**src/rtl/dvi_rx_chan_align.sv**
```systemverilog
// rtl/dvi_rx_chan_align.sv - TMDS channel word aligner (bitslip hunt) and decoder.
// Optional DVI_RX_LOCK_LOSS_CNT_EN adds o_lock_loss_cnt, a saturating count of lock losses.
module dvi_rx_chan_align #(
    parameter int CTRL_RUN_LEN = 128,
    parameter int HUNT_WINDOW  = 2048,
    parameter int SLIP_SETTLE  = 4
) (
    input  logic       i_clk,
    input  logic       i_arst,
    input  logic [9:0] i_data,
    output logic       o_bitslip,
    output logic       o_locked,
    output logic [7:0] o_data,
    output logic       o_de,
    output logic [1:0] o_c
`ifdef DVI_RX_LOCK_LOSS_CNT_EN
    ,
    output logic [7:0] o_lock_loss_cnt
`endif
);
    localparam int RUN_W = $clog2(CTRL_RUN_LEN + 1);
    localparam int WIN_W = $clog2(HUNT_WINDOW + 1);
    localparam int GAP_W = $clog2(HUNT_WINDOW + 1);
    localparam int SET_W = $clog2(SLIP_SETTLE + 1);

    localparam logic [RUN_W-1:0] RUN_LAST = RUN_W'(CTRL_RUN_LEN - 1);
    localparam logic [WIN_W-1:0] WIN_LAST = WIN_W'(HUNT_WINDOW - 1);
    localparam logic [GAP_W-1:0] GAP_LAST = GAP_W'(HUNT_WINDOW - 1);
    localparam logic [SET_W-1:0] SET_LAST = SET_W'(SLIP_SETTLE - 1);

    typedef enum logic [1:0] {
        S_HUNT,
        S_SLIP,
        S_SETTLE,
        S_LOCKED
    } state_t;

    state_t           r_state;
    logic [RUN_W-1:0] r_run_cnt;
    logic [WIN_W-1:0] r_win_cnt;
    logic [GAP_W-1:0] r_gap_cnt;
    logic [SET_W-1:0] r_settle_cnt;
    logic             r_bitslip;
    logic             r_locked;
    logic [7:0]       r_data;
    logic             r_de;
    logic [1:0]       r_c;
    logic [7:0]       r_loss_cnt;

    logic       w_tok;
    logic [1:0] w_tok_c;
    logic [7:0] w_q;
    logic [7:0] w_x;
    logic [7:0] w_dec;
    logic       w_run_hit;
    logic       w_gap_hit;
    logic       w_lock_next;

    always_comb begin
        w_tok   = 1'b1;
        w_tok_c = 2'b00;
        case (i_data)
            10'h354: w_tok_c = 2'b00;
            10'h0AB: w_tok_c = 2'b01;
            10'h154: w_tok_c = 2'b10;
            10'h2AB: w_tok_c = 2'b11;
            default: w_tok   = 1'b0;
        endcase
    end

    // Undo the optional inversion, then the XOR/XNOR chain; bit 0 passes straight through.
    assign w_q   = i_data[9] ? ~i_data[7:0] : i_data[7:0];
    assign w_x   = w_q ^ {w_q[6:0], 1'b0};
    assign w_dec = i_data[8] ? w_x : {~w_x[7:1], w_x[0]};

    assign w_run_hit   = w_tok && (r_run_cnt == RUN_LAST);
    assign w_gap_hit   = !w_tok && (r_gap_cnt == GAP_LAST);
    assign w_lock_next = ((r_state == S_HUNT) && w_run_hit) ||
                         ((r_state == S_LOCKED) && !w_gap_hit);

    always_ff @(posedge i_clk or posedge i_arst) begin
        if (i_arst) begin
            r_state      <= S_HUNT;
            r_run_cnt    <= '0;
            r_win_cnt    <= '0;
            r_gap_cnt    <= '0;
            r_settle_cnt <= '0;
            r_bitslip    <= 1'b0;
            r_locked     <= 1'b0;
            r_data       <= 8'h00;
            r_de         <= 1'b0;
            r_c          <= 2'b00;
            r_loss_cnt   <= 8'h00;
        end else begin
            r_bitslip <= 1'b0;
            r_locked  <= w_lock_next;
            // Outputs follow the next state so the lock word is decoded and loss shows zeros at once.
            if (w_lock_next) begin
                if (w_tok) begin
                    r_de   <= 1'b0;
                    r_c    <= w_tok_c;
                    r_data <= 8'h00;
                end else begin
                    r_de   <= 1'b1;
                    r_data <= w_dec;
                end
            end else begin
                r_de   <= 1'b0;
                r_c    <= 2'b00;
                r_data <= 8'h00;
            end

            case (r_state)
                S_HUNT: begin
                    if (w_run_hit) begin
                        r_state   <= S_LOCKED;
                        r_run_cnt <= '0;
                        r_win_cnt <= '0;
                        r_gap_cnt <= '0;
                    end else begin
                        r_run_cnt <= w_tok ? r_run_cnt + RUN_W'(1) : '0;
                        if (r_win_cnt == WIN_LAST) begin
                            r_state   <= S_SLIP;
                            r_bitslip <= 1'b1;
                            r_win_cnt <= '0;
                        end else begin
                            r_win_cnt <= r_win_cnt + WIN_W'(1);
                        end
                    end
                end
                S_SLIP: begin
                    r_state      <= S_SETTLE;
                    r_settle_cnt <= '0;
                end
                S_SETTLE: begin
                    if (r_settle_cnt == SET_LAST) begin
                        r_state      <= S_HUNT;
                        r_settle_cnt <= '0;
                        r_run_cnt    <= '0;
                        r_win_cnt    <= '0;
                    end else begin
                        r_settle_cnt <= r_settle_cnt + SET_W'(1);
                    end
                end
                S_LOCKED: begin
                    if (w_gap_hit) begin
                        r_state   <= S_HUNT;
                        r_gap_cnt <= '0;
                        r_run_cnt <= '0;
                        r_win_cnt <= '0;
                        if (r_loss_cnt != 8'hFF) r_loss_cnt <= r_loss_cnt + 8'h01;
                    end else begin
                        r_gap_cnt <= w_tok ? '0 : r_gap_cnt + GAP_W'(1);
                    end
                end
                default: r_state <= S_HUNT;
            endcase
        end
    end

    assign o_bitslip = r_bitslip;
    assign o_locked  = r_locked;
    assign o_data    = r_data;
    assign o_de      = r_de;
    assign o_c       = r_c;
`ifdef DVI_RX_LOCK_LOSS_CNT_EN
    assign o_lock_loss_cnt = r_loss_cnt;
`else
    logic w_loss_unused;
    assign w_loss_unused = ^r_loss_cnt;
`endif

endmodule

```
**config.mk**
```make
export PLATFORM = sky130hd
export DESIGN_NAME = dvi_rx_chan_align
export DESIGN_NICKNAME = d
export VERILOG_FILES = /design/src/rtl/dvi_rx_chan_align.sv
export SDC_FILE = /design/constraint.sdc
export NUM_CORES = 1
export LEC_CHECK = 0
export CAP_MARGIN = 5
export CORE_ASPECT_RATIO = 1.5
export CORE_MARGIN = 2
export CORE_UTILIZATION = 50
export DETAILED_ROUTE_END_ITERATION = 12
export PLACE_DENSITY = 0.78
export RECOVER_POWER = 25
export SETUP_SLACK_MARGIN = 0.02
export SLEW_MARGIN = 5
export SYNTH_ARGS = -nofsm -noshare
export SYNTH_HDL_FRONTEND = slang
export SYNTH_SLANG_ARGS = --single-unit
export TNS_END_PERCENT = 100
```
**constraint.sdc**
```tcl
create_clock -name i_clk -period 2.7 [get_ports i_clk]
set_clock_uncertainty 0.1 [all_clocks]
set_input_delay 0.81 -clock i_clk [delete_from_list [all_inputs] [get_ports i_clk]]
set_output_delay 0.81 -clock i_clk [all_outputs]
set_load 0.05 [all_outputs]
```
==> run metrics, run 1 <==
synthesized flop and latch total=50; Unique masters post-synth=44; largest net degree at the start of global routing=51; Pre-antenna DRT Iters=4; fraction of layout cells with a size suffix above 1=0.196; crit-path max FO=7; Mapped Nets=328; top post-synthesis cells by area=dfrtp_1 (45%), ha_1 (7.2%), o21ai_0 (6.0%), nand2_1 (4.2%), nor2_1 (3.8%); Residual DRC=0; DP HPWL=4480 µm; Synth Warn #=0; Tmin final=2.63 ns; drt wl/cell=14.7 µm; Cells after Synth=300; Worst Path Arrival=2.72 ns; Final Hold Fails=0; worst slew pin tran=~1.3 ns; dpl cells=422; Layout area overhead=27.8%; Cell Rows=33; Final nets=395; number of port buffers=24; Pleak=1.58 nW; Die H=between 90 and 100 µm; Initial Utilization=0.512; Post-CTS Hold Buffers=0; Peak Freq=381 MHz; WP data required=around 2.8 ns; Worst setup SP type=input pin; average size of a mapped cell=between 9 and 10 µm²; clock buffer depth=2; IR drop worst, VDD=408 µV; setup violators final=0; routability cong.=0.841; DIE AREA=slightly above 6000 µm²; Power Dens Cells=482 nW/µm²; DR iter-0 viols=123; overall routing resource usage=0.231; ys flop type=dfrtp_1; final hold slack=0.400 ns; Max stage delay on crit path=0.44 ns; TritonCTS clock tree=built; DRT antenna net count=0; Crit. End Element=flop; clk_lat worst skew=0.30 ns; Crit path max-delay family=simple AND/OR/NAND/NOR gates; Max Cap Viol=0; status=finished, final reports clean; Num CTS Buffers=5; Tcrit/Tclk final=0.973; die width=between 60 and 70 µm; CP Buf/Inv Count=3; Synth async-reset ratio=1.00; first-pass GRT wire length=approximately 11000 µm; Post-synth EDFFs=0; fin. max-slew vios=0; CTS root buf=clkbuf_8; commonest non-fill, non-tap cell in the layout=dfrtp_1; Avg Vias per Cell=5.56; Synth top area share=0.451; worst rel slew slack=0.157; routed wire length=~6400 µm; core footprint=between 5000 and 6000 µm²; vias in the first global route=2459; CP Cell Sequence=dlygate4sd2_1 -> buf_4 -> ha_2 -> and4_1 -> o31a_1 -> or3_4 -> buf_6 -> a22o_1; GRT overflow=0; Synth Cell Area=2770 µm²; clock transition at the registers of the reported paths=approximately 0.09 ns; Yosys top cell by area=dfrtp_1; FILL cells=428; Slowest cell on crit path=or3_4; Hold WC Path Type=flop to flop; n_diodes=0; Seq/Total Area, Yosys=0.451; RSZ-0062 raised after global routing=false; Final Power=0.00171 W; H-tree Lvls=2; reg-to-reg setup timing slack=0.19 ns; commonest cells after routing, fill and taps aside=dfrtp_1 (50), buf_4 (42), o21ai_0 (33), nand2_1 (31), nor2_1 (27); CTS Sinks=50; Boundary Pins=25; total number of vias=about 2400; initial antenna violation count=0; final cell count without fillers=438; CP Class=input pin to flop
## power breakdown
part           total [W]  internal (W)  switching [W]
Clock           0.000454      0.000207       0.000247
Sequential      0.000861      0.000812      0.0000488
Combinational   0.000391      0.000169       0.000223
## cell type report
type	instances	area (µm²)	share of cell area
multi-input combinational	223	1480	0.416
sequential	50	1250	0.353
timing repair buffer	68	566	0.160
tap	70	87.6	0.0247
clock buffer	7	86.3	0.0244
inverter	19	71.3	0.0201
clock inverter	1	5.00	0.00141
## synth_stat cells (2+ instances only)
library cell	number
o211ai_1	2
o21ai_0	33
and4_1	2
mux2i_1	5
a2bb2oi_1	2
and3_1	7
nor2_1	28
o31ai_1	8
a22o_1	5
clkbuf_1	5
or2_2	2
xnor2_1	11
o41ai_1	5
nand4_1	7
inv_1	19
a21oi_1	8
dfrtp_1	50
or3_1	2
nor2b_1	5
nor3_1	3
nand2b_1	6
or4_1	4
nand2_1	31
ha_1	16
o21ai_1	2
buf_2	2
nand3_1	11
a21o_1	2
and2_0	2
## worst paths after layout
path,end,cells after the start,from
max reg2reg,r_win_cnt[1],6,r_gap_cnt[5]
min,r_win_cnt[11],1,r_win_cnt[11]
min reg2reg,r_win_cnt[11],1,r_win_cnt[11]
max in group asynchronous,r_gap_cnt[2],3,i_arst
min in group asynchronous,r_run_cnt[0],3,i_arst
max,r_win_cnt[1],8,i_data[5]
## worst reg2reg max path, stage by stage (launching register included)
cell     delay, ns
dfrtp_1       0.41
nand4_1       0.16
or4_4         0.57
o31a_1        0.34
or3_4         0.44
buf_6         0.16
a22o_1        0.23
## state kept, by name, summed over array words and instances, names as in the netlist
| name | flops |
|---|---|
| r_settle_cnt | 3 |
| o_c | 2 |
| r_state | 2 |
| o_data | 8 |
| r_win_cnt | 12 |
| o_bitslip | 1 |
| o_de | 1 |
| r_run_cnt | 8 |
| r_gap_cnt | 12 |
| o_locked | 1 |
## kinds of logic (layout without fill, tap and decap cells)
| family | Yosys count | after routing | synth area share |
|---|---|---|---|
| AND/OR/NAND/NOR | 115 | 115 | 0.209 |
| AO/OA/AOI/OAI | 75 | 75 | 0.171 |
| flip-flops | 50 | 50 | 0.451 |
| buffers and inverters | 27 | 95 | 0.0402 |
| adder cells (fa/ha/maj) | 16 | 16 | 0.0722 |
| XOR/XNOR | 12 | 12 | 0.0379 |
| multiplexers | 5 | 5 | 0.0181 |
## timing repair
item,in CTS,in global routing
hold endpoints to repair,0,0
resized for setup,23,10
setup buffers,5,4
pin swaps,3,5
endpoints found under the setup margin,33,20
## through the flow
step | setup TNS [ns] | instance area, µm² | setup WS, ns | utilization
3_5_place_dp | -14.41 | 3340 | -0.535 | 0.618
6_report | 0 | 3540 | 0.0729 | 0.655
3_3_place_gp | -11.56 | 3340 | -0.473 | 0.618
5_1_grt | 0 | 3540 | 0.0302 | 0.655
4_1_cts | 0 | 3500 | 0.0275 | 0.647
2_1_floorplan | 0 | 2770 | 0.0533 | -
## per-layer routing
layer	vias up	track usage	routed length, µm
met5	-	0	0
met4	0	0.0957	138
met3	13	0.0378	121
met2	30	0.443	3570
met1	1196	0.245	2600
li1	1197	-	-
(Power assumes the default switching activity.)
==> run 2: changes to the inputs <==
--- a/config.mk
+++ b/config.mk
@@ -6,7 +6,6 @@
 export NUM_CORES = 1
 export LEC_CHECK = 0
 export CAP_MARGIN = 5
-export CORE_ASPECT_RATIO = 1.5
 export CORE_MARGIN = 2
 export CORE_UTILIZATION = 50
 export DETAILED_ROUTE_END_ITERATION = 12
==> run 2 against run 1 <==
Against the previous run:
- clock power up 20%
- largest power group unchanged
- critical path depth up 1
- global-route usage down 2.1 points
- first-iteration DRC count up 7.3%
- combinational power down 13%
- maximum frequency up 2.3%
- wire length down 7.5%
- cell count down 1.1%
==> run metrics, run 2 (synthesis results as in run 1) <==
overall routing resource usage=0.210 (-0.0209); final hold slack=0.381 ns (-0.0184 ns); routed wire length=5950 µm (-7.5%); worst rel slew slack=0.506 (+0.349); IR drop worst, VDD=393 µV (-3.6%); CP Buf/Inv Count=2 (-1); worst slew pin tran=0.740 ns (-0.525 ns); DIE AREA=6150 µm² (-0.20%); DP HPWL=4240 µm (-5.3%); first-pass GRT wire length=10300 µm (-7.1%); vias in the first global route=2257 (-8.2%); WP data required=2.79 ns (about the same); CP Class=input pin to flop; Slowest cell on crit path=or3_4; Peak Freq=389 MHz (+2.3%); setup violators final=0 (unchanged); Crit. End Element=flop; GRT overflow=0 (unchanged); commonest non-fill, non-tap cell in the layout=dfrtp_1; Cell Rows=27 (-18%); total number of vias=2369 (-2.8%); multi-input logic area=1460 µm² (-1.4%); largest net degree at the start of global routing=34 (-33%); H-tree Lvls=2 (unchanged); Boundary Pins=25 (unchanged); Worst Path Arrival=2.66 ns (-0.06 ns); crit-path max FO=7 (unchanged); FILL cells=428 (unchanged); Post-CTS Hold Buffers=0 (unchanged); routability cong.=0.805 (-4.3%); Tmin final=2.57 ns (-0.0586 ns); TritonCTS clock tree=built; CTS Sinks=50 (unchanged); Initial Utilization=0.510 (-0.00283); Final Hold Fails=0 (unchanged); Hold WC Path Type=flop to flop; Die H=78.5 µm (-18%); core footprint=5440 µm² (+0.56%); Num CTS Buffers=5 (unchanged); n_diodes=0 (unchanged); setup TNS=0 ns (unchanged); status=finished, final reports clean; Max stage delay on crit path=0.35 ns (-0.09 ns); Max Cap Viol=0 (unchanged); Residual DRC=0 (unchanged); RSZ-0062 raised after global routing=false; DRT antenna net count=0 (unchanged); Final nets=389 (-1.5%); DR iter-0 viols=132 (+7.3%); commonest cells after routing, fill and taps aside=dfrtp_1 (50), buf_4 (35), nand2_1 (31), o21ai_0 (31), nor2_1 (27); Crit path max-delay family=simple AND/OR/NAND/NOR gates; Power Dens Cells=501 nW/µm² (+4.0%); number of port buffers=24 (unchanged); CTS root buf=clkbuf_8; initial antenna violation count=0 (unchanged); Worst setup SP type=input pin; Avg Vias per Cell=5.47 (-1.6%); Tcrit/Tclk final=0.951 (-0.0217); top flop regs=r_gap_cnt (12), r_win_cnt (12); Layout area overhead=26.8%; FF/Latch Area=1250 µm² (unchanged); Pleak=1.58 nW (about the same); Pre-antenna DRT Iters=4 (unchanged); fin. max-slew vios=0 (unchanged); die width=78.5 µm (+21%); clock buffer depth=2 (unchanged); CP Cell Sequence=dlygate4sd2_1 -> ha_1 -> and3_4 -> and3_1 -> o31a_1 -> or3_4 -> buf_6 -> o21ai_0 -> o31ai_1; clk_lat worst skew=0.30 ns (about the same); drt wl/cell=13.7 µm (-6.4%); clock transition at the registers of the reported paths=0.09 ns (about the same); fraction of layout cells with a size suffix above 1=0.163 (-0.0322)
run 2: final timing paths:
kind / startpoint / endpoint / slack [ns] / cells past startpoint
hold reg to reg: r_gap_cnt[11] / r_gap_cnt[11] / 0.38 / 1
min in group asynchronous: i_arst / r_run_cnt[5] / 0.97 / 2
setup reg to reg: r_gap_cnt[0] / r_run_cnt[3] / 0.17 / 8
hold / removal: r_gap_cnt[11] / r_gap_cnt[11] / 0.38 / 1
max in group asynchronous: i_arst / o_de / 0.90 / 3
setup / recovery: i_data[4] / r_run_cnt[3] / 0.13 / 9
run 2: cell type report:
class / instances / share of cell area
clock buffer: 6 / 0.0235
sequential: 50 / 0.356
inverter: 19 / 0.0203
multi-input combinational: 223 / 0.414
tap: 72 / 0.0256
timing repair buffer: 62 / 0.152
clock inverter: 1 / 0.00854
run 2: layer usage:
layer  GRT usage  vias up  routed length [µm]
li1            -     1181                   -
met1       0.285     1132                2720
met2       0.342       46                2880
met3      0.0322       10                 230
met4      0.0754        0                 125
met5           0        -                   0
run 2: repair_timing:
item / 4_1_cts / 5_1_grt
setup buffers: 2 / 2
pin swaps: 3 / 2
gates resized for setup: 15 / 7
setup endpoints to repair: 22 / 19
gates cloned: 1 / 0
run 2: through the flow:
step | area, µm² | util | instances | setup WS (ns) | total power [W]
after floorplan | 2770 | - | 300 | 0.0533 | 0.00110
after global placement | 3320 | 0.611 | 421 | -0.404 | 0.00122
after detailed placement | 3320 | 0.611 | 421 | -0.449 | 0.00123
after CTS | 3480 | 0.640 | 431 | 0.0356 | 0.00177
after global routing | 3510 | 0.646 | 433 | 0.0278 | 0.00184
final | 3510 | 0.646 | 433 | 0.131 | 0.00176
run 2: report_power, final:
group          leakage, nW  internal [W]  switching, W
logic                0.889      0.000144      0.000195
clock network       0.0573      0.000297      0.000248
registers            0.631      0.000812     0.0000646
total                 1.58       0.00125      0.000508
run 2: worst register-to-register path, cell delays in order, from the launching register on:
cell,delay (ns)
dfrtp_1,0.42
ha_1,0.20
nand3_1,0.09
or4_4,0.53
o31a_1,0.31
or3_4,0.35
buf_6,0.15
o21ai_0,0.17
o31ai_1,0.10
==> run 3: changes to the inputs <==
==> constraint.sdc (replaced) <==
create_clock -name i_clk -period 3 [get_ports i_clk]
set_clock_uncertainty 0.1 [all_clocks]
set_input_delay 0.9 -clock i_clk [delete_from_list [all_inputs] [get_ports i_clk]]
set_output_delay 0.9 -clock i_clk [all_outputs]
set_load 0.05 [all_outputs]
==> run 3 against run 2 <==
Against the previous run:
- hold slack better by 0.011 ns
- cell count decreased by 0.46%
- core utilization down 0.90 points
- total power shrank 11%
- count of clock-buffer cells in the layout fell by 1
- die area unchanged
- design area fell by 1.4%
- wire length up 0.54%
- first-iteration DRC count decreased by 17%
- sequential cell count unchanged
- largest power group unchanged
==> run metrics, run 3 (synthesis results as in run 1) <==
status=finished, final reports clean; Layout area overhead=25.1%; fin. max-slew vios=0 (unchanged); crit-path max FO=8 (+1); die width=78.5 µm (unchanged); CTS Sinks=50 (unchanged); largest net degree at the start of global routing=24 (-29%); DP HPWL=4330 µm (+2.2%); DIE AREA=6150 µm² (unchanged); Worst setup SP type=input pin; clock buffer depth=2 (unchanged); Final nets=386 (-0.77%); vias in the first global route=2217 (-1.8%); overall routing resource usage=0.206 (-0.00385); Max Cap Viol=0 (unchanged); Pleak=1.57 nW (-0.46%); WP data required=3.16 ns (+0.37 ns); Residual DRC=0 (unchanged); initial antenna violation count=0 (unchanged); Avg Vias per Cell=5.51 (+0.68%); Power Dens Cells=450 nW/µm² (-10%); CP Class=input pin to flop; Final Hold Fails=0 (unchanged); total number of vias=2374 (+0.21%); TritonCTS clock tree=built; Boundary Pins=25 (unchanged); CP Cell Sequence=clkdlybuf4s50_1 -> ha_1 -> and3_1 -> and3_1 -> o31a_1 -> or3_4 -> buf_6 -> nor4b_4 -> a21o_1; first-pass GRT wire length=10200 µm (-1.2%); RSZ-0062 raised after global routing=true; core footprint=5440 µm² (unchanged); fraction of layout cells with a size suffix above 1=0.134 (-0.0297); number of port buffers=24 (unchanged); commonest cells after routing, fill and taps aside=dfrtp_1 (50), buf_4 (32), nand2_1 (31), o21ai_0 (30), nor2_1 (28); Placement Cell Area=3310 µm² (-0.23%); Crit path max-delay family=simple AND/OR/NAND/NOR gates; commonest non-fill, non-tap cell in the layout=dfrtp_1; CP Buf/Inv Count=2 (unchanged); Peak Freq=between 300 and 400 MHz; Slowest cell on crit path=clkdlybuf4s50_1; drt wl/cell=13.9 µm (+1.0%); n_diodes=0 (unchanged); Cell Rows=27 (unchanged); Tmin final=just under 3 ns; Worst Path Arrival=3.05 ns (+0.39 ns); Tcrit/Tclk final=0.965; Initial Utilization=0.510 (unchanged); Pre-antenna DRT Iters=4 (unchanged); Crit. End Element=flop; final hold slack=0.393 ns (+0.0115 ns); Hold WC Path Type=flop to flop; final instance area=3470 µm² (-1.4%); top flop regs=r_gap_cnt (12), r_win_cnt (12); worst rel slew slack=0.311 (-0.195); IR drop worst, VDD=334 µV (-15%); H-tree Lvls=2 (unchanged); clk_lat worst skew=0.31 ns (about the same); final core occ=0.637 (-0.00897); GRT overflow=0 (unchanged); Hold Path Origin=r_settle_cnt[0]; routability cong.=0.812 (+0.93%); Num CTS Buffers=5 (unchanged); reg-to-reg setup timing slack=0.37 ns (+0.20 ns); worst slew pin tran=1.03 ns (+0.292 ns); setup violators final=0 (unchanged); most frequent CP cell=and3_1; CTS root buf=clkbuf_8; reg-to-reg startpoint=r_gap_cnt[0]; Max stage delay on crit path=0.44 ns (+0.09 ns); setup TNS=0 ns (unchanged); DRT antenna net count=0 (unchanged); CP Launch Point=i_data[4]; DR iter-0 viols=110 (-17%); routed wire length=5980 µm (+0.54%); clock transition at the registers of the reported paths=0.09 ns (about the same); Die H=78.5 µm (unchanged)
-- run 3: changes by cell type in the layout (fill, tap and decap cells not counted), sizes merged --
| cell | delta |
|---|---|
| buf | -4 |
| clkbuf | -1 |
| clkdlybuf4s15 | -1 |
| clkdlybuf4s50 | +6 |
| clkinv | +2 |
| dlygate4sd2 | -6 |
| dlymetal6s2s | +2 |
-- run 3: routing by layer --
| metal | vias to the layer above | track usage | wire (µm) |
|---|---|---|---|
| met5 | - | 0 | 0 |
| met4 | 0 | 0.0596 | 74 |
| met3 | 8 | 0.0414 | 228 |
| met2 | 55 | 0.347 | 2870 |
| met1 | 1127 | 0.271 | 2810 |
| li1 | 1184 | - | - |
-- run 3: cell type report --
cell class,count,area (µm²)
multi-input combinational,223,1430
timing repair buffer,59,514
inverter,19,71.3
clock buffer,5,68.8
clock inverter,3,40.0
tap,72,90.1
fill,455,1970
sequential,50,1250
-- run 3: repair_timing --
| item | in CTS | in global routing |
|---|---|---|
| hold buffers | 0 | 0 |
| setup buffers | 0 | 2 |
| resized for setup | 0 | 9 |
| setup endpoints to repair | 0 | 14 |
-- run 3: path summary, 6_finish.rpt --
check / endpoint / depth (start not counted)
max in group asynchronous: r_settle_cnt[2] / 3
max: r_win_cnt[3] / 9
min: r_settle_cnt[0] / 1
min in group asynchronous: o_c[1] / 2
max reg2reg: r_win_cnt[3] / 8
min reg2reg: r_settle_cnt[0] / 1
-- run 3: power by group --
part / switching (W) / leakage (nW) / total, W / internal [W]
clock network: 0.000222 / 0.0579 / 0.000468 / 0.000246
logic: 0.000175 / 0.881 / 0.000298 / 0.000124
registers: 0.0000610 / 0.631 / 0.000792 / 0.000731
-- run 3: metrics by stage --
stage / instances / power (W) / setup slack, ns
6_report: 431 / 0.00156 / 0.105
5_1_grt: 431 / 0.00163 / 0.0228
4_1_cts: 428 / 0.00157 / 0.0280
3_5_place_dp: 420 / 0.00110 / -0.291
3_3_place_gp: 420 / 0.00110 / -0.234
2_1_floorplan: 300 / 0.000993 / 0.225
